==> src/rtl/fft_weight_loader_if.sv <==
// fft_weight_loader_if
//   Serial twiddle-weight beat bus between the weight driver and the loader.
//   Signals:
//     din_weight_valid  beat valid (no backpressure)
//     din_weight_real   weight real part, two's complement, WIDTH bits
//     din_weight_imag   weight imag part, two's complement, WIDTH bits
//     weight_flush      discard the partially received frame
//     weight_conj       conjugate on commit (only with FFT_WEIGHT_CONJ_EN)
//   Modports: master = weight driver, slave = fft_weight_loader.
interface fft_weight_loader_if #(
  parameter int WIDTH = 16
);
  logic             din_weight_valid;
  logic [WIDTH-1:0] din_weight_real;
  logic [WIDTH-1:0] din_weight_imag;
  logic             weight_flush;
`ifdef FFT_WEIGHT_CONJ_EN
  logic             weight_conj;

  modport master (output din_weight_valid, din_weight_real, din_weight_imag,
                  weight_flush, weight_conj);
  modport slave  (input  din_weight_valid, din_weight_real, din_weight_imag,
                  weight_flush, weight_conj);
`else
  modport master (output din_weight_valid, din_weight_real, din_weight_imag,
                  weight_flush);
  modport slave  (input  din_weight_valid, din_weight_real, din_weight_imag,
                  weight_flush);
`endif
endinterface

==> src/rtl/fft_weight_loader.sv <==
// fft_weight_loader
//   Receives serial complex twiddle weights into a shadow bank and commits a
//   complete frame atomically to the active bank driving the butterflies.
//   Ports:
//     clk             clock
//     rst_n           synchronous active-low reset
//     wif             beat bus (slave modport of fft_weight_loader_if)
//     weight_real     active bank real parts, slot k at [k*WIDTH +: WIDTH]
//     weight_imag     active bank imag parts, same packing
//     weight_ready    at least one frame committed since reset
//     weight_commit   one-cycle pulse following a commit edge
//     weight_loading  shadow frame partially filled
//   Optional macro FFT_WEIGHT_CONJ_EN: adds wif.weight_conj; when high at the
//   commit edge all committed imag parts are negated with saturation.
//
//   state | meaning
//   IDLE  | no beats of the current frame received (idx == 0)
//   FILL  | frame partially received (idx != 0)
module fft_weight_loader #(
  parameter  int NPOINT = 3,
  parameter  int WIDTH  = 16,
  localparam int WNUM   = 1 << (NPOINT - 1)
) (
  input  logic                  clk,
  input  logic                  rst_n,
  fft_weight_loader_if.slave    wif,
  output logic [WIDTH*WNUM-1:0] weight_real,
  output logic [WIDTH*WNUM-1:0] weight_imag,
  output logic                  weight_ready,
  output logic                  weight_commit,
  output logic                  weight_loading
);

  localparam int            IW       = (NPOINT > 1) ? NPOINT - 1 : 1;
  localparam logic [IW-1:0] LAST_IDX = IW'(WNUM - 1);

  typedef enum logic {IDLE, FILL} state_t;

  state_t           state, state_nxt;
  logic [IW-1:0]    idx;
  logic [WIDTH-1:0] sh_re [WNUM];
  logic [WIDTH-1:0] sh_im [WNUM];
  logic [WIDTH-1:0] c_re  [WNUM];
  logic [WIDTH-1:0] c_im  [WNUM];
  logic             accept, at_last, commit_now;

`ifdef FFT_WEIGHT_CONJ_EN
  // The most negative value has no positive counterpart; clamp to max.
  function automatic logic [WIDTH-1:0] conj_sat(input logic [WIDTH-1:0] x);
    if (x == {1'b1, {(WIDTH-1){1'b0}}})
      return {1'b0, {(WIDTH-1){1'b1}}};
    return -x;
  endfunction
`endif

  always_ff @(posedge clk) begin
    if (!rst_n) state <= IDLE;
    else        state <= state_nxt;
  end

  always_comb begin
    state_nxt = state;
    case (state)
      IDLE: if (accept && !at_last) state_nxt = FILL;
      FILL: if (wif.weight_flush || commit_now) state_nxt = IDLE;
      default: state_nxt = IDLE;
    endcase
  end

  always_comb begin
    weight_loading = (state == FILL);
    // Flush dominates a coincident beat, including the final one.
    accept         = wif.din_weight_valid && !wif.weight_flush;
    at_last        = (idx == LAST_IDX);
    commit_now     = accept && at_last;
  end

  // Commit image: shadow slots with the final slot taken from the live beat.
  always_comb begin
    for (int k = 0; k < WNUM; k++) begin
      c_re[k] = sh_re[k];
      c_im[k] = sh_im[k];
    end
    c_re[WNUM-1] = wif.din_weight_real;
    c_im[WNUM-1] = wif.din_weight_imag;
`ifdef FFT_WEIGHT_CONJ_EN
    if (wif.weight_conj) begin
      for (int k = 0; k < WNUM; k++) c_im[k] = conj_sat(c_im[k]);
    end
`endif
  end

  always_ff @(posedge clk) begin
    if (!rst_n) begin
      idx           <= '0;
      weight_commit <= 1'b0;
      weight_ready  <= 1'b0;
      weight_real   <= '0;
      weight_imag   <= '0;
      for (int k = 0; k < WNUM; k++) begin
        sh_re[k] <= '0;
        sh_im[k] <= '0;
      end
    end else begin
      weight_commit <= commit_now;
      if (wif.weight_flush)
        idx <= '0;
      else if (wif.din_weight_valid)
        idx <= at_last ? '0 : idx + 1'b1;
      if (accept) begin
        sh_re[idx] <= wif.din_weight_real;
        sh_im[idx] <= wif.din_weight_imag;
      end
      if (commit_now) begin
        weight_ready <= 1'b1;
        for (int k = 0; k < WNUM; k++) begin
          weight_real[k*WIDTH +: WIDTH] <= c_re[k];
          weight_imag[k*WIDTH +: WIDTH] <= c_im[k];
        end
      end
    end
  end

endmodule

==> src/flat_wrapper.sv <==
// flat-port wrapper written by rule: the top's interface ports become plain ports
module fft_weight_loader_flat 
#(
  parameter  int NPOINT = 3,
  parameter  int WIDTH  = 16,
  localparam int WNUM   = 1 << (NPOINT - 1)
)
  (clk, rst_n, weight_real, weight_imag, weight_ready, weight_commit, weight_loading, wif_din_weight_valid, wif_din_weight_real, wif_din_weight_imag, wif_weight_flush);
  fft_weight_loader_if #(.WIDTH(WIDTH)) wif_i ();
  input  logic clk;
  input  logic rst_n;
  output logic [WIDTH*WNUM-1:0] weight_real;
  output logic [WIDTH*WNUM-1:0] weight_imag;
  output logic weight_ready;
  output logic weight_commit;
  output logic weight_loading;
  input wire logic [$bits(wif_i.din_weight_valid)-1:0] wif_din_weight_valid;
  input wire logic [$bits(wif_i.din_weight_real)-1:0] wif_din_weight_real;
  input wire logic [$bits(wif_i.din_weight_imag)-1:0] wif_din_weight_imag;
  input wire logic [$bits(wif_i.weight_flush)-1:0] wif_weight_flush;
  assign wif_i.din_weight_valid = wif_din_weight_valid;
  assign wif_i.din_weight_real = wif_din_weight_real;
  assign wif_i.din_weight_imag = wif_din_weight_imag;
  assign wif_i.weight_flush = wif_weight_flush;
  fft_weight_loader #(.NPOINT(NPOINT), .WIDTH(WIDTH)) u_core (.clk(clk), .rst_n(rst_n), .wif(wif_i), .weight_real(weight_real), .weight_imag(weight_imag), .weight_ready(weight_ready), .weight_commit(weight_commit), .weight_loading(weight_loading));
endmodule
==> config.mk <==
export PLATFORM = sky130hd
export DESIGN_NAME = fft_weight_loader_flat
export DESIGN_NICKNAME = d
export VERILOG_FILES = /design/src/rtl/fft_weight_loader_if.sv /design/src/rtl/fft_weight_loader.sv /design/src/flat_wrapper.sv
export SDC_FILE = /design/constraint.sdc
export NUM_CORES = 1
export LEC_CHECK = 0
export CORE_ASPECT_RATIO = 1.4
export CORE_MARGIN = 3
export CORE_UTILIZATION = 35
export DETAILED_ROUTE_END_ITERATION = 7
export PLACE_DENSITY = 0.67
export RECOVER_POWER = 50
export SETUP_SLACK_MARGIN = 0.02
export SLEW_MARGIN = 0
export SYNTH_ARGS = -nofsm -noshare
export SYNTH_HDL_FRONTEND = slang
export SYNTH_SLANG_ARGS = --single-unit
==> constraint.sdc <==
create_clock -name clk -period 17.6 [get_ports clk]
set_input_delay 5.28 -clock clk [delete_from_list [all_inputs] [get_ports clk]]
set_output_delay 5.28 -clock clk [all_outputs]
set_load 0.05 [all_outputs]
# Word level (Yosys, flattened, before mapping)
# Memories as Yosys holds them, arrays and structs flattened. A register that Yosys moved wholly into a read port is not among the register bits.
# Index checks and enable logic that the tools add are counted.
[classes]
n_addsub = 1
eq_ne = 1
muxes = 14
n_bitwise = 2
reduce_logical = 15
[op_table]
columns = ["operator", "count"]
rows = [
  ["$mux W16", 2],
  ["$reduce_or A16 Y1", 2],
  ["$logic_not A1 Y1", 8],
  ["$mux W1", 8],
  ["$mux W2", 3],
  ["$logic_and A1 B1 Y1", 3],
  ["$add A2 B1 Y2 const B", 1],
  ["$eq A2 B2 Y1 const B", 1],
  ["$not A1 Y1", 2],
  ["$pmux W1 S2", 1],
  ["$reduce_or A2 Y1", 1],
  ["$logic_or A1 B1 Y1", 1],
]
[totals]
regBits = 133
ram_bits = 128
inputBits = 36
out_inout_bits = 131
memories = 2
[memory_table]
columns = ["name", "words", "word_bits", "read_ports", "rd_ports_with_merged_regs", "write_ports", "line", "text"]
rows = [
  ["u_core.sh_im", 4, 16, 3, 3, 4, "fft_weight_loader.sv:42", "logic [WIDTH-1:0] sh_im [WNUM];"],
  ["u_core.sh_re", 4, 16, 3, 3, 4, "fft_weight_loader.sv:41", "logic [WIDTH-1:0] sh_re [WNUM];"],
]

# Depth between registers and ports, before layout
# Gate-level depths: netlist of run 1.
[depth]
ltp_word = 7
ltp_mapped = 6
ltp_nobuf = 3

# Worst setup path after synthesis of run 1
# OpenSTA, ideal clock, no wires.
[synth_timing]
kind = "input to register"
start = "input port wif_din_weight_valid"
end = "memory u_core.sh_im[0][0] (enable)"
arrival_ps = 8971
required_time_ps = 17090
slack_ps = 8119
path_stages = 3
path_cell_list = "clkbuf_1 inv_1 o41ai_1"
[synth_rtl]
columns = ["item", "line", "text"]
rows = [
  ["from (decl)", "flat_wrapper.sv:17", "input wire logic [$bits(wif_i.din_weight_valid)-1:0] wif_din_weight_valid;"],
  ["to (decl)", "fft_weight_loader.sv:42", ""],
]

# Worst setup path in the final report of run 1
[layout_timing]
start = "input port wif_din_weight_valid"
end = "register u_core.weight_real[30], read port of u_core.sh_re"
[layout_via]
elab_chain_len = 2
[layout_lines]
columns = ["item", "line", "text"]
rows = [
  ["$logic_and A1 B1 Y1", "fft_weight_loader.sv:73", "accept = wif.din_weight_valid && !wif.weight_flush;"],
  ["$logic_and A1 B1 Y1", "fft_weight_loader.sv:75", "commit_now = accept && at_last;"],
  ["to (decl)", "fft_weight_loader.sv:27", "output logic [WIDTH*WNUM-1:0] weight_real,"],
]
# Every way passes these cells.
# A chain may end at the register's enable or synchronous reset.

==> impl_results.md, run 1 <==
- Status: finished with violations
- Failing checks: max-capacitance violations, max-slew violations
- Cell leakage power: 4.43 nW
- Die height: 195 µm
- Vias: a little over 6000
- GRT overflow: 0
- Syn nets: approximately 860
- First-pass GRT wire length: between 30 and 40 mm
- Initial antenna violation count: 1
- DRT Pass-1 Iters: 4
- Routability cong.: 0.771
- Die footprint: about 28000 µm²
- Post_cts resized: 0
- Worst path cell trace: dlygate4sd3_1 -> and3b_1 -> buf_4 -> mux2i_1
- Element type at the critical path start: input port
- Clock Pin Slew Worst Setup and Hold Paths: 60 ps
- Final clock skew: between 5 and 6 ps
- # Post-CTS Setup Buffers: 0
- Starting density of the core: 36.0%
- Maximum VDD drop: 0.0599 mV
- DRC Markers: 0
- CP peak stage delay: about 2000 ps
- Diodes inserted: 0
- Worst rel slew slack: -75.1%
- CP Capture Type: flip-flop
- Hold Vio Cnt, Final: 0
- Area grow syn2layout: 26.9%
- Layout cells sized above 1: ~3.5%
- WL final: between 20 and 25 mm
- HPWL after DPL: between 10 and 15 mm
- Buf/Inv on CP: 2
- Site Rows: 68
- Root buffer cell: clkbuf_16
- IO Port Bufs: between 150 and 200
- Clock Latency Late Sink: a little under 500 ps
- Tightest Pin Transition: around 2600 ps
- Num Clock Sinks: 229
- Largest net degree at the start of global routing: about 160
- Async set or reset register ratio after synthesis: 0%
- Arrival time worst endpoint: roughly 9300 ps
- HP Class: reg2reg
- DR WL/cell: between 15 and 20 µm
- RSZ-0062 raised after global routing: no
- Post-synth EDFFs: 96
- Top Family by Delay on Critical Path: simple AND/OR/NAND/NOR gates
- Fin. max-slew vios: between 150 and 200
- Setup TNS Final: 0 ps
- Fillers: between 2000 and 2500
- Ports: ~170
- Htree depth: 1
- Max Buffers Root-to-Sink: 3
- Nets@finish: 996
- Min cycle time layout: ~9000 ps
- Number of global-route vias before repair: between 6000 and 7000
- Antenna viol nets, final: 0
- Yosys warns: 0
- Worst Path Max Fanout: 46
- Pwr per Cell Area: 91.6 nW/µm²
- Fin crit share: a little over 50%
- DR iter-0 viols: 418
- Mapped Avg Cell Area: 10.9 µm²
- CTS Buf Count: 21
- Flops & latches, synth: roughly 230
- Die X: 141 µm
- Most used DFF post-synth: dfxtp_1
- Distinct cell type count after synthesis: 29
- Hold_buf cts: 0
- Core Box Area: ~25000 µm²
- Vias per inst: about 4.7
- GRT Total Usage: 16.1%
- Fmax: between 0.1 and 0.15 GHz
- Mapped Cells: approximately 830
- Fin util: 45.7%
- CP Class: in2reg
- WP data required: ~18000 ps
- Mapped Area: between 8000 and 9000 µm²
- CP max stage cell: and3b_1
- CTS tree: yes
- Max Cap Viol: 4
- Sequential element share of the synthesized area: roughly three fifths
- Final setup vio count: 0
[cells by family after synthesis]
group / Yosys count / share of synthesized area (%)
and+or+nand+nor: 366 / 18.2
DFF: 229 / 61.8
muxes: 129 / 14.4
buffers and inverters: 96 / 5.03
AOI/OAI and AO/OA: 6 / 0.432
adders and majority gates: 1 / 0.139
[Yosys cell counts, drive strengths merged, types with 2 or more instances]
| cell | instances | area share (%) |
|---|---|---|
| edfxtp | 96 | 32 |
| inv | 31 | 1.3 |
| dfxtp | 133 | 30 |
| and3 | 60 | 4.2 |
| and4 | 2 | 0.20 |
| buf | 19 | 1.8 |
| nor3 | 30 | 1.7 |
| and4b | 2 | 0.22 |
| a21oi | 2 | 0.11 |
| nand2b | 4 | 0.28 |
| mux2i | 129 | 14 |
| nor3b | 3 | 0.31 |
| and2 | 2 | 0.14 |
| clkbuf | 46 | 1.9 |
| nand2 | 257 | 11 |
[layout make-up]
cell class              count  area (µm²)  share of cell area, %
flip-flops and latches    229        5550                   48.7
clock inverters             7        53.8                  0.472
repair buffers            174        1710                   15.0
well taps                 315         394                   3.46
clock buffers              30         569                   5.00
inverters                  31         116                   1.02
multi-input cells         502        3000                   26.3
[state kept, by name, summed over array words and instances (netlist names)]
name and cells:
u_core.weight_imag 64, u_core.weight_real 64, u_core.sh_im 48, u_core.sh_re 48, u_core.idx 2, u_core.weight_commit 1, u_core.weight_loading 1, u_core.weight_ready 1
[layer usage]
layer | vias to the layer above | track usage (%) | wire length [µm]
met2 | 147 | 26.8 | 11100
met3 | 50 | 3.11 | 1220
met5 | - | 0 | 13
li1 | 3027 | - | -
met4 | 2 | 6.21 | 775
met1 | 2842 | 20.6 | 9550
[layout by cell type (no fill, tap or decap)]
cell type / netlist / final
a21oi_1: 2 / 2
and2_0: 0 / 1
and2_1: 2 / 1
and3_1: 60 / 60
and3b_1: 1 / 1
and4_1: 2 / 2
and4b_1: 2 / 2
buf_4: 0 / 5
bufinv_16: 0 / 1
clkbuf_1: 46 / 11
clkbuf_16: 0 / 21
clkbuf_8: 0 / 2
clkdlybuf4s50_1: 0 / 84
clkinv_1: 0 / 5
clkinv_2: 0 / 1
dfxtp_1: 133 / 133
dlygate4sd3_1: 0 / 81
edfxtp_1: 96 / 96
ha_1: 1 / 1
inv_1: 31 / 31
mux2i_1: 129 / 129
nand2_1: 257 / 257
nand2b_1: 4 / 4
nand3b_1: 1 / 1
nand4b_1: 1 / 1
nor2_1: 1 / 1
nor2b_2: 0 / 1
nor3_1: 30 / 30
nor3b_1: 2 / 3
o21a_1: 1 / 1
o21ai_4: 0 / 1
o31ai_4: 0 / 1
o41ai_1: 1 / 1
or3b_2: 1 / 1
[worst paths after layout]
kind	start	end	slack, ps	depth (start not counted)
worst max-delay path	wif_din_weight_valid	u_core.weight_real[30]$_SDFFE_PN0P_	8740	4
worst min-delay path	u_core.weight_imag[8]$_SDFFE_PN0P_	u_core.weight_imag[8]$_SDFFE_PN0P_	450	2
worst max register to register	u_core.idx[1]$_SDFFE_PP0P_	u_core.weight_real[30]$_SDFFE_PN0P_	13620	4
worst min register to register	u_core.weight_imag[8]$_SDFFE_PN0P_	u_core.weight_imag[8]$_SDFFE_PN0P_	450	2
[stage by stage]
step | hold WS, ps | setup slack [ps] | area, µm² | std cells | power [mW]
finish | 452 | 8740 | 11400 | 1288 | 1.04
global route | 468 | 8400 | 11400 | 1288 | 1.08
CTS | 458 | 10030 | 11400 | 1288 | 1.06
detailed placement | 447 | 9540 | 10800 | 1251 | 0.628
global placement | 441 | 9560 | 10800 | 1251 | 0.628
floorplan | 482 | 8120 | 8980 | 827 | 0.605
[tightest hold or removal path: cells and delay by family (launching register included)]
family / cells / cell delay [ps]
muxes: 1 / 50
and+or+nand+nor: 1 / 50
DFF: 1 / 300
[where the power goes]
| group | total [mW] | switching, mW | internal [mW] |
|---|---|---|---|
| combinational | 0.0478 | 0.0339 | 0.0139 |
| clock | 0.428 | 0.189 | 0.239 |
| sequential | 0.568 | 0.00362 | 0.564 |
| total | 1.04 | 0.227 | 0.817 |
No activity file was read; power rests on OpenSTA's default activity.
==> run 2: changes to the inputs <==
- PLACE_DENSITY: 0.67 -> 0.69
- clock period: 17.6 -> 7.8 ns (I/O delays scaled with it)
==> impl_results.md, run 2 (same netlist as run 1, synthesis figures left out) <==
- Top Family by Delay on Critical Path: simple AND/OR/NAND/NOR gates
- DR iter-0 viols: between 300 and 400
- Most common cell after layout, fill and taps aside: nand2_1
- Final setup vio count: 0
- DR WL/cell: 17.4 µm
- Root buffer cell: clkbuf_16
- Die X: ~140 µm
- Top flop regs: u_core.weight_imag (64), u_core.weight_real (64)
- Site Rows: a little under 70
- First-pass GRT wire length: 34.3 mm
- Fmax: 0.169 GHz
- Maximum VDD drop: approximately 0.13 mV
- Clock Pin Slew Worst Setup and Hold Paths: about 60 ps
- Min cycle time layout: between 5000 and 6000 ps
- Starting density of the core: between 30% and 40%
- Tightest Pin Transition: between 2000 and 3000 ps
- Cell leakage power: around 4.5 nW
- Failing checks: max-capacitance violations, max-slew violations
- Footprint of the multi-input gates: ~3000 µm²
- WL final: 22.5 mm
- CP Capture Type: flip-flop
- Fin. max-slew vios: 112
- Worst rel slew slack: -94.3%
- Buf/Inv on CP: 2
- DRT Pass-1 Iters: 4
- Arrival time worst endpoint: ~6300 ps
- Area grow syn2layout: 27.4%
- CP max stage cell: and3b_1
- Num Clock Sinks: 229
- RSZ-0062 raised after global routing: no
- Nets@finish: about 1000
- Worst Path Max Fanout: 81
- Final Instance Area: roughly 11000 µm²
- CP peak stage delay: around 2200 ps
- CP Class: in2reg
- Max Cap Viol: 3
- Core Box Area: 24900 µm²
- Pwr per Cell Area: ~210 nW/µm²
- Fillers: between 2000 and 2500
- Max Buffers Root-to-Sink: 3
- Fin crit share: 75.7%
- Vias: between 6000 and 7000
- # Post-CTS Setup Buffers: 0
- Htree depth: 1
- IO Port Bufs: between 150 and 200
- Vias per inst: between 4 and 5
- Die height: 195 µm
- Worst setup startpoint: wif_din_weight_valid
- GRT Total Usage: 15.6%
- HPWL after DPL: between 10 and 15 mm
- Number of global-route vias before repair: approximately 6000
- Clock Latency Late Sink: between 400 and 500 ps
- CTS tree: yes
- Post-DP Area: about 11000 µm²
- Final WS setup: between 1500 and 2000 ps
- Worst hold path startpoint: u_core.weight_real[12]$_SDFFE_PN0P_
- Die footprint: about 28000 µm²
- Hold_buf cts: 0
- GRT overflow: 0
- Setup TNS Final: 0 ps
- DRC Markers: 0
- Ports: approximately 170
- Routability cong.: 0.799
- CTS Buf Count: 23
- Diodes inserted: 0
- WP data required: 8210 ps
- Hold Vio Cnt, Final: 0
- Commonest non-fill, non-tap cells in the layout: nand2_1, dfxtp_1, mux2i_1
- Worst R2R Start: u_core.idx[1]$_SDFFE_PP0P_
- Status: finished with violations
- Register Area: between 5000 and 6000 µm²
- Antenna viol nets, final: 0
- Final clock skew: around 5.5 ps
- Pre-CTS setup slack: 2760 ps
- Element type at the critical path start: input port
- Initial antenna violation count: 1
- HP Class: reg2reg
- Post_cts resized: 0
- Layout cells sized above 1: approximately 3.8%
- Worst path cell trace: dlygate4sd3_1 -> and3b_1 -> buf_12 -> mux2i_1
- Largest net degree at the start of global routing: 159
==> run 2: final cells by class <==
cell class	instances	area share (%)
multi-input combinational	502	26.2
timing repair buffer	174	15.1
sequential	229	48.5
tap	315	3.45
clock inverter	5	0.208
inverter	31	1.02
clock buffer	36	5.55
==> run 2: final timing paths <==
kind	depth (start not counted)	endpoint	slack [ps]
hold / removal	2	u_core.weight_real[12]$_SDFFE_PN0P_	450
setup reg to reg	4	u_core.weight_real[35]$_SDFFE_PN0P_	3870
setup / recovery	4	u_core.weight_real[35]$_SDFFE_PN0P_	1890
hold reg to reg	2	u_core.weight_real[12]$_SDFFE_PN0P_	450
==> run 2: metal layers <==
metal	global-route usage (%)	wire length, µm	up-vias	share of wire, %
li1	-	-	3036	-
met1	20.0	9530	2919	42
met2	26.1	10900	155	49
met3	3.09	1300	49	5.8
met4	5.71	754	2	3.3
met5	0	9	-	0.040
==> run 2: tightest hold or removal path: cells and delay by family (launching register included) <==
kind / cells / cell delay, ps
DFF: 1 / 300
muxes: 1 / 50
and+or+nand+nor: 1 / 50
==> run 2: power breakdown <==
group	switching [mW]	internal, mW	total (mW)	leakage, nW
clock network	0.431	0.557	0.988	0.322
registers	0.00754	1.27	1.28	2.07
logic	0.0785	0.0317	0.110	2.09
total	0.517	1.86	2.38	4.49
==> run 2: stage by stage <==
stage | hold slack, ps | power [mW] | utilization (%) | std cells
final | 450 | 2.38 | 45.9 | 1292
after global routing | 471 | 2.46 | 45.9 | 1292
after CTS | 456 | 2.41 | 46.0 | 1292
after detailed placement | 447 | 1.42 | 43.4 | 1251
after global placement | 444 | 1.42 | 43.4 | 1251
after floorplan | 482 | 1.36 | - | 827
==> run 3: changes to the inputs <==
- PLACE_DENSITY: 0.69 -> 0.67
- clock period: 7.8 -> 5.7 ns (I/O delays scaled with it)
==> impl_results.md, run 3 (same netlist as run 1, synthesis figures left out) <==
- Status: finished with violations
- Failing checks: max-capacitance violations, max-slew violations
- Final setup vio count: 0
- Arrival time worst endpoint: roughly 4700 ps
- CP Class: in2reg
- Commonest non-fill, non-tap cells in the layout: nand2_1, dfxtp_1, mux2i_1
- RSZ-0062 raised after global routing: no
- Worst rel slew slack: -41.8%
- Internal Power: approximately 2.6 mW
- CP Capture Type: flip-flop
- Vias per inst: around 4.8
- FF-to-FF path depth: 3
- Nets@finish: 996
- Reg-to-reg slack, setup: ~2900 ps
- Die height: between 150 and 200 µm
- Number of global-route vias before repair: 6035
- DRC Markers: 0
- Hold_buf cts: 0
- Part of the power in the clock network: 42.6%
- Comb power frac: roughly 4.5%
- CTS tree: yes
- Most common cell after layout, fill and taps aside: nand2_1
- Switching share of total power: 21.4%
- Fillers: around 2300
- Vias: 6123
- Fmax: around 0.23 GHz
- DR WL/cell: approximately 17 µm
- Die X: between 100 and 150 µm
- WL final: 22.4 mm
- IO Port Bufs: roughly 170
- Largest net degree at the start of global routing: between 200 and 250
- Setup TNS Final: 0 ps
- HP Class: reg2reg
- Final clock skew: around 9.7 ps
- Clock Pin Slew Worst Setup and Hold Paths: approximately 60 ps
- GRT Total Usage: between 10% and 20%
- Starting density of the core: between 30% and 40%
- Share of power burned in registers: 52.9%
- Initial antenna violation count: 1
- Fin. max-slew vios: about 140
- First-pass GRT wire length: around 34 mm
- Layout cells sized above 1: roughly 4.2%
- Final instance count without filler cells: ~1300
- Post-DP Area: between 10000 and 15000 µm²
- Maximum VDD drop: roughly 0.18 mV
- R2R Path End: u_core.sh_re[2][10]$_SDFFCE_PN0P_
- DRT Pass-1 Iters: 4
- Ports: ~170
- Buf/Inv on CP: 2
- DR iter-0 viols: 402
- Num Clock Sinks: 229
- CP peak stage delay: ~1600 ps
- Hold Vio Cnt, Final: 0
- Clock Latency Late Sink: 490 ps
- HPWL after DPL: 14.5 mm
- Fin crit share: 76.0%
- Final Instance Area: between 10000 and 15000 µm²
- Site Rows: 68
- Routability cong.: between 0.8 and 0.9
- Worst hold path startpoint: u_core.weight_real[18]$_SDFFE_PN0P_
- Hold EP: u_core.weight_real[18]$_SDFFE_PN0P_
- Post_cts resized: 0
- Max Buffers Root-to-Sink: 3
- Top flop regs: u_core.weight_imag (64), u_core.weight_real (64)
- Die footprint: 27600 µm²
- Top Family by Delay on Critical Path: buffers and inverters
- CP max stage cell: clkbuf_1
- Max Cap Viol: 4
- Area grow syn2layout: 27.9%
- CTS Buf Count: 21
- Diodes inserted: 0
- Pre-CTS setup slack: roughly 1700 ps
- Tightest Pin Transition: roughly 2100 ps
- Cell leakage power: 4.39 nW
- Core Box Area: 24900 µm²
- Worst R2R Start: u_core.idx[1]$_SDFFE_PP0P_
- Worst Path Max Fanout: 59
- # Post-CTS Setup Buffers: 0
- Htree depth: 1
- GRT overflow: 0
- Inst Count DP: approximately 1300
- NetSw: 0.709 mW
- Pwr per Cell Area: between 200 and 300 nW/µm²
- Root buffer cell: clkbuf_16
- Element type at the critical path start: input port
- Worst path cell trace: dlygate4sd3_1 -> nor3b_4 -> clkbuf_1 -> and4b_1
- Antenna viol nets, final: 0
- Min-Delay Path Depth: 2
- Min cycle time layout: between 4000 and 5000 ps
- Final WS setup: between 1000 and 1500 ps
- WP data required: 6050 ps
run 3: layout make-up:
class / count / area [µm²] / share of cell area [%]
clock buffers: 26 / 586 / 5.10
clock inverters: 11 / 101 / 0.883
inverters: 31 / 116 / 1.01
multi-input cells: 502 / 3000 / 26.2
flip-flops and latches: 229 / 5550 / 48.3
well taps: 315 / 394 / 3.43
repair buffers: 174 / 1740 / 15.1
run 3: worst min-delay path, cell delays in order, from the launching register on:
cell and delay, ps:
dfxtp_1 300, nand2_1 50, mux2i_1 50
run 3: worst max-delay path by stage:
stage | cells after the start | endpoint | slack [ps] | start
after floorplan | 3 | u_core.sh_im[2][0]$_SDFFCE_PN0P_ | 780 | wif_din_weight_valid
after global placement | 3 | u_core.sh_im[1][2]$_SDFFCE_PN0P_ | 1740 | wif_din_weight_valid
after detailed placement | 3 | u_core.sh_re[1][2]$_SDFFCE_PN0P_ | 1690 | wif_din_weight_valid
after CTS | 3 | u_core.sh_re[1][13]$_SDFFCE_PN0P_ | 2180 | wif_din_weight_valid
after global routing | 4 | u_core.sh_re[0][11]$_SDFFCE_PN0P_ | 1070 | wif_din_weight_valid
final | 4 | u_core.sh_im[0][15]$_SDFFCE_PN0P_ | 1370 | wif_weight_flush
run 3: metal layers:
metal  vias to the layer above  routed length, µm  global-route usage (%)
met5                         -                  7                       0
met4                         2                488                    3.99
met3                        38               1540                    3.28
met1                      2896               9230                    19.5
li1                       3037                  -                       -
met2                       150              11200                    27.3
run 3: per-stage QoR:
step	power [mW]	utilization (%)	hold slack (ps)
global placement	1.94	43.5	443
floorplan	1.87	-	482
detailed placement	1.94	43.5	446
CTS	3.35	46.2	456
finish	3.31	46.1	450
global route	3.42	46.1	470
run 3: power groups by stage:
stage          Clock [mW]  Combinational [mW]  Sequential [mW]
2_1_floorplan           0              0.0782             1.79
3_3_place_gp            0               0.154             1.79
3_5_place_dp            0               0.156             1.79
4_1_cts              1.45               0.156             1.75
5_1_grt              1.50               0.165             1.75
6_report             1.41               0.150             1.75
